--- config.mk ---
export PLATFORM = sky130hd
export DESIGN_NAME = pwm_bank
export DESIGN_NICKNAME = d
export VERILOG_FILES = /design/src/rtl/pwm_bank_pkg.sv /design/src/rtl/pwm_ch.sv /design/src/rtl/pwm_bank.sv
export SDC_FILE = /design/constraint.sdc
export NUM_CORES = 1
export LEC_CHECK = 0
export ABC_AREA = 1
export CAP_MARGIN = 15
export CELL_PAD_IN_SITES_DETAIL_PLACEMENT = 1
export CELL_PAD_IN_SITES_GLOBAL_PLACEMENT = 2
export CORE_MARGIN = 8
export CORE_UTILIZATION = 38
export DETAILED_ROUTE_END_ITERATION = 6
export DONT_BUFFER_PORTS = 1
export HOLD_SLACK_MARGIN = 0.15
export PLACE_DENSITY_LB_ADDON = 0.2
export SETUP_SLACK_MARGIN = 0.1
export SYNTH_ARGS = -nofsm -noshare
export SYNTH_HDL_FRONTEND = slang
export SYNTH_SLANG_ARGS = --single-unit
--- constraint.sdc ---
create_clock -name sysclk -period 4 [get_ports sysclk]
set_input_delay 0.6 -clock sysclk [delete_from_list [all_inputs] [get_ports sysclk]]
set_output_delay 0.6 -clock sysclk [all_outputs]
set_load 0.005 [all_outputs]
--- src/rtl/pwm_bank_pkg.sv ---
// ============================================================================
// Module   : pwm_bank_pkg
// Brief    : Shared types and constant helpers for the PWM bank.
// Revision : 1.0
// ============================================================================
`default_nettype none

package pwm_bank_pkg;

    typedef enum logic {
        MODE_DIRECT = 1'b0,
        MODE_RAMP   = 1'b1
    } pwm_mode_e;

    // Full-scale code scaled by a percentage, truncating integer division.
    function automatic longint pct_of_full(input int width, input int pct);
        longint full;
        full = (longint'(1) << width) - longint'(1);
        return (full * longint'(pct)) / longint'(100);
    endfunction

    function automatic int ch_width(input int n);
        return (n > 1) ? $clog2(n) : 1;
    endfunction

endpackage

`default_nettype wire

--- src/rtl/pwm_ch.sv ---
// ============================================================================
// Module   : pwm_ch
// Brief    : One PWM channel: clamped target, mode, active duty with ramp.
// Revision : 1.0
// ============================================================================
`default_nettype none

module pwm_ch
    import pwm_bank_pkg::*;
#(
    parameter int               WIDTH     = 8,
    parameter logic [WIDTH-1:0] BR_MIN    = '0,
    parameter logic [WIDTH-1:0] BR_MAX    = '1,
    parameter int               RAMP_STEP = 1
) (
    input  logic             sysclk,
    input  logic             i_rst_n,
    input  logic             i_enb,
    input  logic             i_commit,
    input  logic             i_wr_en,
    input  logic [WIDTH-1:0] i_wr_duty,
    input  logic             i_wr_ramp,
    input  logic [WIDTH-1:0] i_cnt_next,
    output logic             o_pwm
);

    localparam logic [WIDTH:0] STEP = (WIDTH+1)'(RAMP_STEP);

    logic [WIDTH-1:0] r_target;
    logic [WIDTH-1:0] r_active;
    pwm_mode_e        r_mode;
    logic             r_pwm;

    logic [WIDTH-1:0] w_duty_clamped;
    logic [WIDTH-1:0] w_active_next;
    logic [WIDTH:0]   w_up;
    logic [WIDTH:0]   w_tgt_step;

    // One extra bit so a step near full scale cannot wrap.
    assign w_up       = {1'b0, r_active} + STEP;
    assign w_tgt_step = {1'b0, r_target} + STEP;

    always_comb begin
        w_duty_clamped = i_wr_duty;
        if (i_wr_duty < BR_MIN) begin
            w_duty_clamped = BR_MIN;
        end else if (i_wr_duty > BR_MAX) begin
            w_duty_clamped = BR_MAX;
        end
    end

    always_comb begin
        w_active_next = r_active;
        if (!i_enb) begin
            w_active_next = r_target;
        end else if (i_commit) begin
            if (r_mode == MODE_DIRECT) begin
                w_active_next = r_target;
            end else if (r_active < r_target) begin
                w_active_next = (w_up >= {1'b0, r_target}) ? r_target : w_up[WIDTH-1:0];
            end else if (r_active > r_target) begin
                w_active_next = ({1'b0, r_active} <= w_tgt_step) ? r_target
                                                                 : (r_active - STEP[WIDTH-1:0]);
            end
        end
    end

    always_ff @(posedge sysclk or negedge i_rst_n) begin
        if (!i_rst_n) begin
            r_target <= BR_MIN;
            r_active <= BR_MIN;
            r_mode   <= MODE_DIRECT;
            r_pwm    <= 1'b0;
        end else begin
            if (i_wr_en) begin
                r_target <= w_duty_clamped;
                r_mode   <= i_wr_ramp ? MODE_RAMP : MODE_DIRECT;
            end
            r_active <= w_active_next;
            // Compare against the count the period will show after this edge.
            r_pwm    <= i_enb && (i_cnt_next < w_active_next);
        end
    end

    assign o_pwm = r_pwm;

endmodule

`default_nettype wire

--- src/rtl/pwm_bank.sv ---
// ============================================================================
// Module   : pwm_bank
// Brief    : Multi-channel PWM with shared period counter and duty writes
//            committed only at period boundaries.
// Revision : 1.0
// ============================================================================
`default_nettype none

`ifndef BRIGHTNESS_WIDTH
`define BRIGHTNESS_WIDTH 8
`endif
`ifndef LED_MIN_BRIGHTNESS
`define LED_MIN_BRIGHTNESS 10
`endif
`ifndef LED_MAX_BRIGHTNESS
`define LED_MAX_BRIGHTNESS 90
`endif

module pwm_bank
    import pwm_bank_pkg::*;
#(
    parameter int  N_CH      = 3,
    parameter int  WIDTH     = `BRIGHTNESS_WIDTH,
    parameter int  MIN_PCT   = `LED_MIN_BRIGHTNESS,
    parameter int  MAX_PCT   = `LED_MAX_BRIGHTNESS,
    parameter int  RAMP_STEP = 1,
    localparam int CW        = ch_width(N_CH)
) (
    input  logic             sysclk,
    input  logic             i_rst_n,
    input  logic             i_enb,
    input  logic             i_wr_vld,
    input  logic [CW-1:0]    i_wr_ch,
    input  logic [WIDTH-1:0] i_wr_duty,
    input  logic             i_wr_ramp,
    output logic             o_wr_rdy,
    output logic [N_CH-1:0]  o_pwm,
    output logic [WIDTH-1:0] o_cnt,
    output logic             o_period_end
);

    localparam logic [WIDTH-1:0] BR_MIN   = WIDTH'(pct_of_full(WIDTH, MIN_PCT));
    localparam logic [WIDTH-1:0] BR_MAX   = WIDTH'(pct_of_full(WIDTH, MAX_PCT));
    localparam logic [WIDTH-1:0] CNT_LAST = '1;
    localparam logic [CW:0]      N_CH_V   = (CW+1)'(N_CH);

    logic [WIDTH-1:0] r_cnt;
    logic             r_period_end;

    logic [WIDTH-1:0] w_cnt_next;
    logic             w_commit;
    logic             w_wr_accept;

    assign w_cnt_next  = r_cnt + WIDTH'(1);
    assign w_commit    = i_enb && (r_cnt == CNT_LAST);
    assign o_wr_rdy    = !w_commit;
    // Out-of-range channel writes are handshaken but land nowhere.
    assign w_wr_accept = i_wr_vld && o_wr_rdy && ({1'b0, i_wr_ch} < N_CH_V);

    always_ff @(posedge sysclk or negedge i_rst_n) begin
        if (!i_rst_n) begin
            r_cnt        <= CNT_LAST;
            r_period_end <= 1'b0;
        end else begin
            r_cnt        <= i_enb ? w_cnt_next : CNT_LAST;
            r_period_end <= w_commit;
        end
    end

    assign o_cnt        = r_cnt;
    assign o_period_end = r_period_end;

    for (genvar g = 0; g < N_CH; g++) begin : g_ch
        logic w_wr_en;

        assign w_wr_en = w_wr_accept && ({1'b0, i_wr_ch} == (CW+1)'(g));

        pwm_ch #(
            .WIDTH     (WIDTH),
            .BR_MIN    (BR_MIN),
            .BR_MAX    (BR_MAX),
            .RAMP_STEP (RAMP_STEP)
        ) u_ch (
            .sysclk     (sysclk),
            .i_rst_n    (i_rst_n),
            .i_enb      (i_enb),
            .i_commit   (w_commit),
            .i_wr_en    (w_wr_en),
            .i_wr_duty  (i_wr_duty),
            .i_wr_ramp  (i_wr_ramp),
            .i_cnt_next (w_cnt_next),
            .o_pwm      (o_pwm[g])
        );
    end

endmodule

`default_nettype wire

==> flow_summary.json <==
{
  "synth.avg_cell_area_um2": 6.95,
  "netlist.area_leader.share": 0.172,
  "ys_seq_elements": 63,
  "design.core.area_mm2": 0.0194,
  "start_util": 0.385,
  "hold_viol": 0,
  "synth-edff-count": 0,
  "first_global_vias": 7612,
  "vias_per_cell": 5.38,
  "dpl_cell_area_mm2": 0.00801,
  "io_pins": 28,
  "r2r_cells": 26,
  "vdd_ir_drop_max_mv": 0.334,
  "place_congestion": 0.878,
  "cp_num_buf_inv": 7,
  "htreeDepth": 3,
  "grt_overflow_total": 0,
  "drt-initial-drc-count": 395,
  "end_kind": "flip-flop",
  "critPathMaxFanout": 5,
  "dieArea_mm2": 0.0244,
  "wl_per_cell_um": 20.0,
  "cp_slowest_stage_delay_ns": 0.60,
  "slew_viol_final": 0,
  "synthArstFlopShare": 1.00,
  "ys_seq_area_frac": 0.215,
  "synth_area_leaders": "ha_1 17%, dfrtp_1 12%, nand2_1 11%",
  "final_area_mm2": 0.00917,
  "worst_slew_pin_slew_ns": 0.955,
  "syn2layout_area_growth_pct": 22.7,
  "crit_path_end": "g_ch[1].u_ch.o_pwm$_DFF_PN0_",
  "insertion_delay_ns": 0.34,
  "rrSetupSlack_ns": 0.19,
  "fin_nets": 1263,
  "fin_skew_ns": 0.00577,
  "drive_gt1_frac": 0.238,
  "synthesis.nets": 1194,
  "ys.flop_type": "dfrtp_1",
  "wl_met2_mm": 13.1,
  "drc_errors": 0,
  "num_rows": 51,
  "max_cap_viol_count": 0,
  "root_buffer": "clkbuf_16",
  "min_path_type": "input port to flip-flop",
  "r2r_start": "g_ch[1].u_ch.r_active[0]$_DFF_PN1_",
  "die_h_um": 156,
  "firstDrtPassIters": 5,
  "clk_pin_slew_ns": 0.06,
  "wl_met3_mm": 1.69,
  "fin_crit_ns": 3.81,
  "hpwl_mm": 21.2,
  "antennaDiodeCount": 0,
  "ant_nets": 0,
  "rsz0062_at_grt": "true",
  "dieWidth_um": 156,
  "cts_buffer_depth": 2,
  "cts_buffers": 9,
  "worstReg2RegEnd": "g_ch[1].u_ch.o_pwm$_DFF_PN0_",
  "startpoint_type": "flip-flop",
  "wl_mm": 28.3,
  "syn_inst": 1076,
  "grt_usage": 0.227,
  "route.layer.met1.wl_mm": 13.2,
  "period_share": 0.952,
  "arrival_ns": 4.07,
  "crit_slowest_cell": "dfstp_2",
  "crit_start": "g_ch[1].u_ch.r_active[0]$_DFF_PN1_",
  "crit_top_cell": "nand2_1",
  "netlist_area_mm2": 0.00748,
  "antenna_found_initial": 0,
  "crit_required_ns": 4.27,
  "path_depth": 26,
  "port_buffers": 0,
  "grt_start_max_net_pins": 64,
  "clock_sinks": 63,
  "p_per_area_mw_per_mm2": 740,
  "maxUsedRoutingLayer": "met4",
  "tns_ns": 0,
  "cellLeakagePower_nw": 4.39,
  "setup_viol": 0,
  "relSlewSlack": 0.360,
  "synth_largest_area_cell": "ha_1",
  "tritoncts": "built",
  "path_class": "flip-flop to flip-flop",
  "synth_cell_type_count": 52,
  "ys.warnings.count": 0,
  "outcome": "finished clean",
  "fmax_mhz": 263,
  "vias": 7608,
  "path_delay_family": "simple AND/OR/NAND/NOR gates",
  "grt_pass1_wl_mm": 42.8
}
==> where the power goes <==
group          internal (mW)  switching (mW)  total, mW
clock network          0.596           0.302      0.898
logic                   1.87            2.83       4.71
registers              0.861           0.319       1.18
total                   3.33            3.46       6.78
==> worst reg2reg max path, delay by kind of cell, from the launching register on <==
kind / cells / cell delay [ns]
compound gates: 3 / 0.45
flops: 1 / 0.60
simple gates: 13 / 1.41
xor+xnor: 1 / 0.12
fa+ha+maj: 2 / 0.56
buf+inv: 7 / 0.59
==> cells in the final DEF, fill, tap and decap left out, types with 12 or more instances in the layout <==
master / netlist / layout
a21oi_1: 73 / 65
buf_4: 7 / 86
dfrtp_1: 37 / 36
dfstp_2: 26 / 26
ha_1: 103 / 90
ha_4: 0 / 12
inv_1: 144 / 136
inv_2: 15 / 24
nand2_1: 228 / 219
nand2_2: 11 / 18
nand3_1: 51 / 41
nand3_2: 4 / 14
nand4_1: 14 / 14
nor2_1: 57 / 52
nor3_1: 21 / 13
o211ai_1: 20 / 20
o21ai_0: 90 / 74
o21ai_1: 19 / 32
xor2_1: 49 / 42
==> through the flow <==
step	setup WS [ns]	power (mW)	hold slack (ns)	utilization	instances
detailed placement	-0.0684	5.10	0.308	0.413	1362
global placement	-0.0515	5.02	0.308	0.413	1362
finish	0.193	6.78	0.296	0.473	1415
floorplan	0.500	3.86	0.304	-	1076
CTS	0.0914	6.09	0.286	0.434	1380
global route	0.00895	7.39	0.294	0.473	1415
==> cells by family (layout without fill, tap and decap cells) <==
group / after synthesis / in the layout / share of synthesized area
AO/OA/AOI/OAI: 236 / 236 / 0.178
multiplexers: 3 / 3 / 0.00402
buffers and inverters: 195 / 267 / 0.109
flip-flops: 63 / 63 / 0.215
adder cells (fa/ha/maj): 103 / 103 / 0.172
AND/OR/NAND/NOR: 423 / 425 / 0.259
XOR/XNOR: 53 / 53 / 0.0621
==> routing by layer <==
metal	GRT usage	up-vias
met5	0	-
met4	0.0352	0
met3	0.0389	27
met2	0.368	185
met1	0.313	3679
li1	-	3717
==> cell type report <==
type | instances | area (um2)
Clock buffer | 13 | 270
Clock inverter | 3 | 65.1
Fill cell | 2532 | 10200
Inverter | 161 | 608
Multi-Input combinational cell | 820 | 5570
Sequential cell | 63 | 1610
Tap cell | 265 | 332
Timing Repair Buffer | 90 | 714
==> synth_stat cells (11+ instances only) <==
cell type / number
nand2_2: 11
nand3_1: 51
buf_2: 13
o21ai_1: 19
inv_2: 15
xor2_1: 49
o211ai_1: 20
nor2_1: 57
a21oi_1: 73
dfstp_2: 26
nand2_1: 228
o21ai_0: 90
ha_1: 103
inv_1: 144
nand4_1: 14
nor3_1: 21
dfrtp_1: 37
==> repair_timing <==
item                                    4_1_cts  5_1_grt
setup buffers                                 0       33
cloned                                        0        2
resized for setup                             8      109
hold endpoints to repair                     63        0
hold buffers                                  2        0
pin swaps                                     0       57
endpoints found under the setup margin        2        3
==> registers in the layout, indices dropped and copies added, names as in the netlist <==
register	cells
o_cnt	8
g_ch.u_ch.o_pwm	3
g_ch.u_ch.r_active	24
o_period_end	1
g_ch.u_ch.r_mode	3
g_ch.u_ch.r_target	24
==> worst min-delay path by stage <==
| stage | start | endpoint | slack [ns] | cells after the start |
|---|---|---|---|---|
| 2_1_floorplan | i_rst_n | g_ch[0].u_ch.o_pwm$_DFF_PN0_ | 0.30 | 0 |
| 3_3_place_gp | i_rst_n | g_ch[1].u_ch.r_active[6]$_DFF_PN0_ | 0.31 | 0 |
| 3_5_place_dp | i_rst_n | o_period_end$_DFF_PN0_ | 0.31 | 0 |
| 4_1_cts | i_enb | o_cnt[0]$_DFF_PN1_ | 0.29 | 1 |
| 5_1_grt | i_enb | o_cnt[0]$_DFF_PN1_ | 0.29 | 1 |
| 6_report | i_enb | o_cnt[0]$_DFF_PN1_ | 0.30 | 1 |
Note: power is estimated with default switching activity, not from simulation.
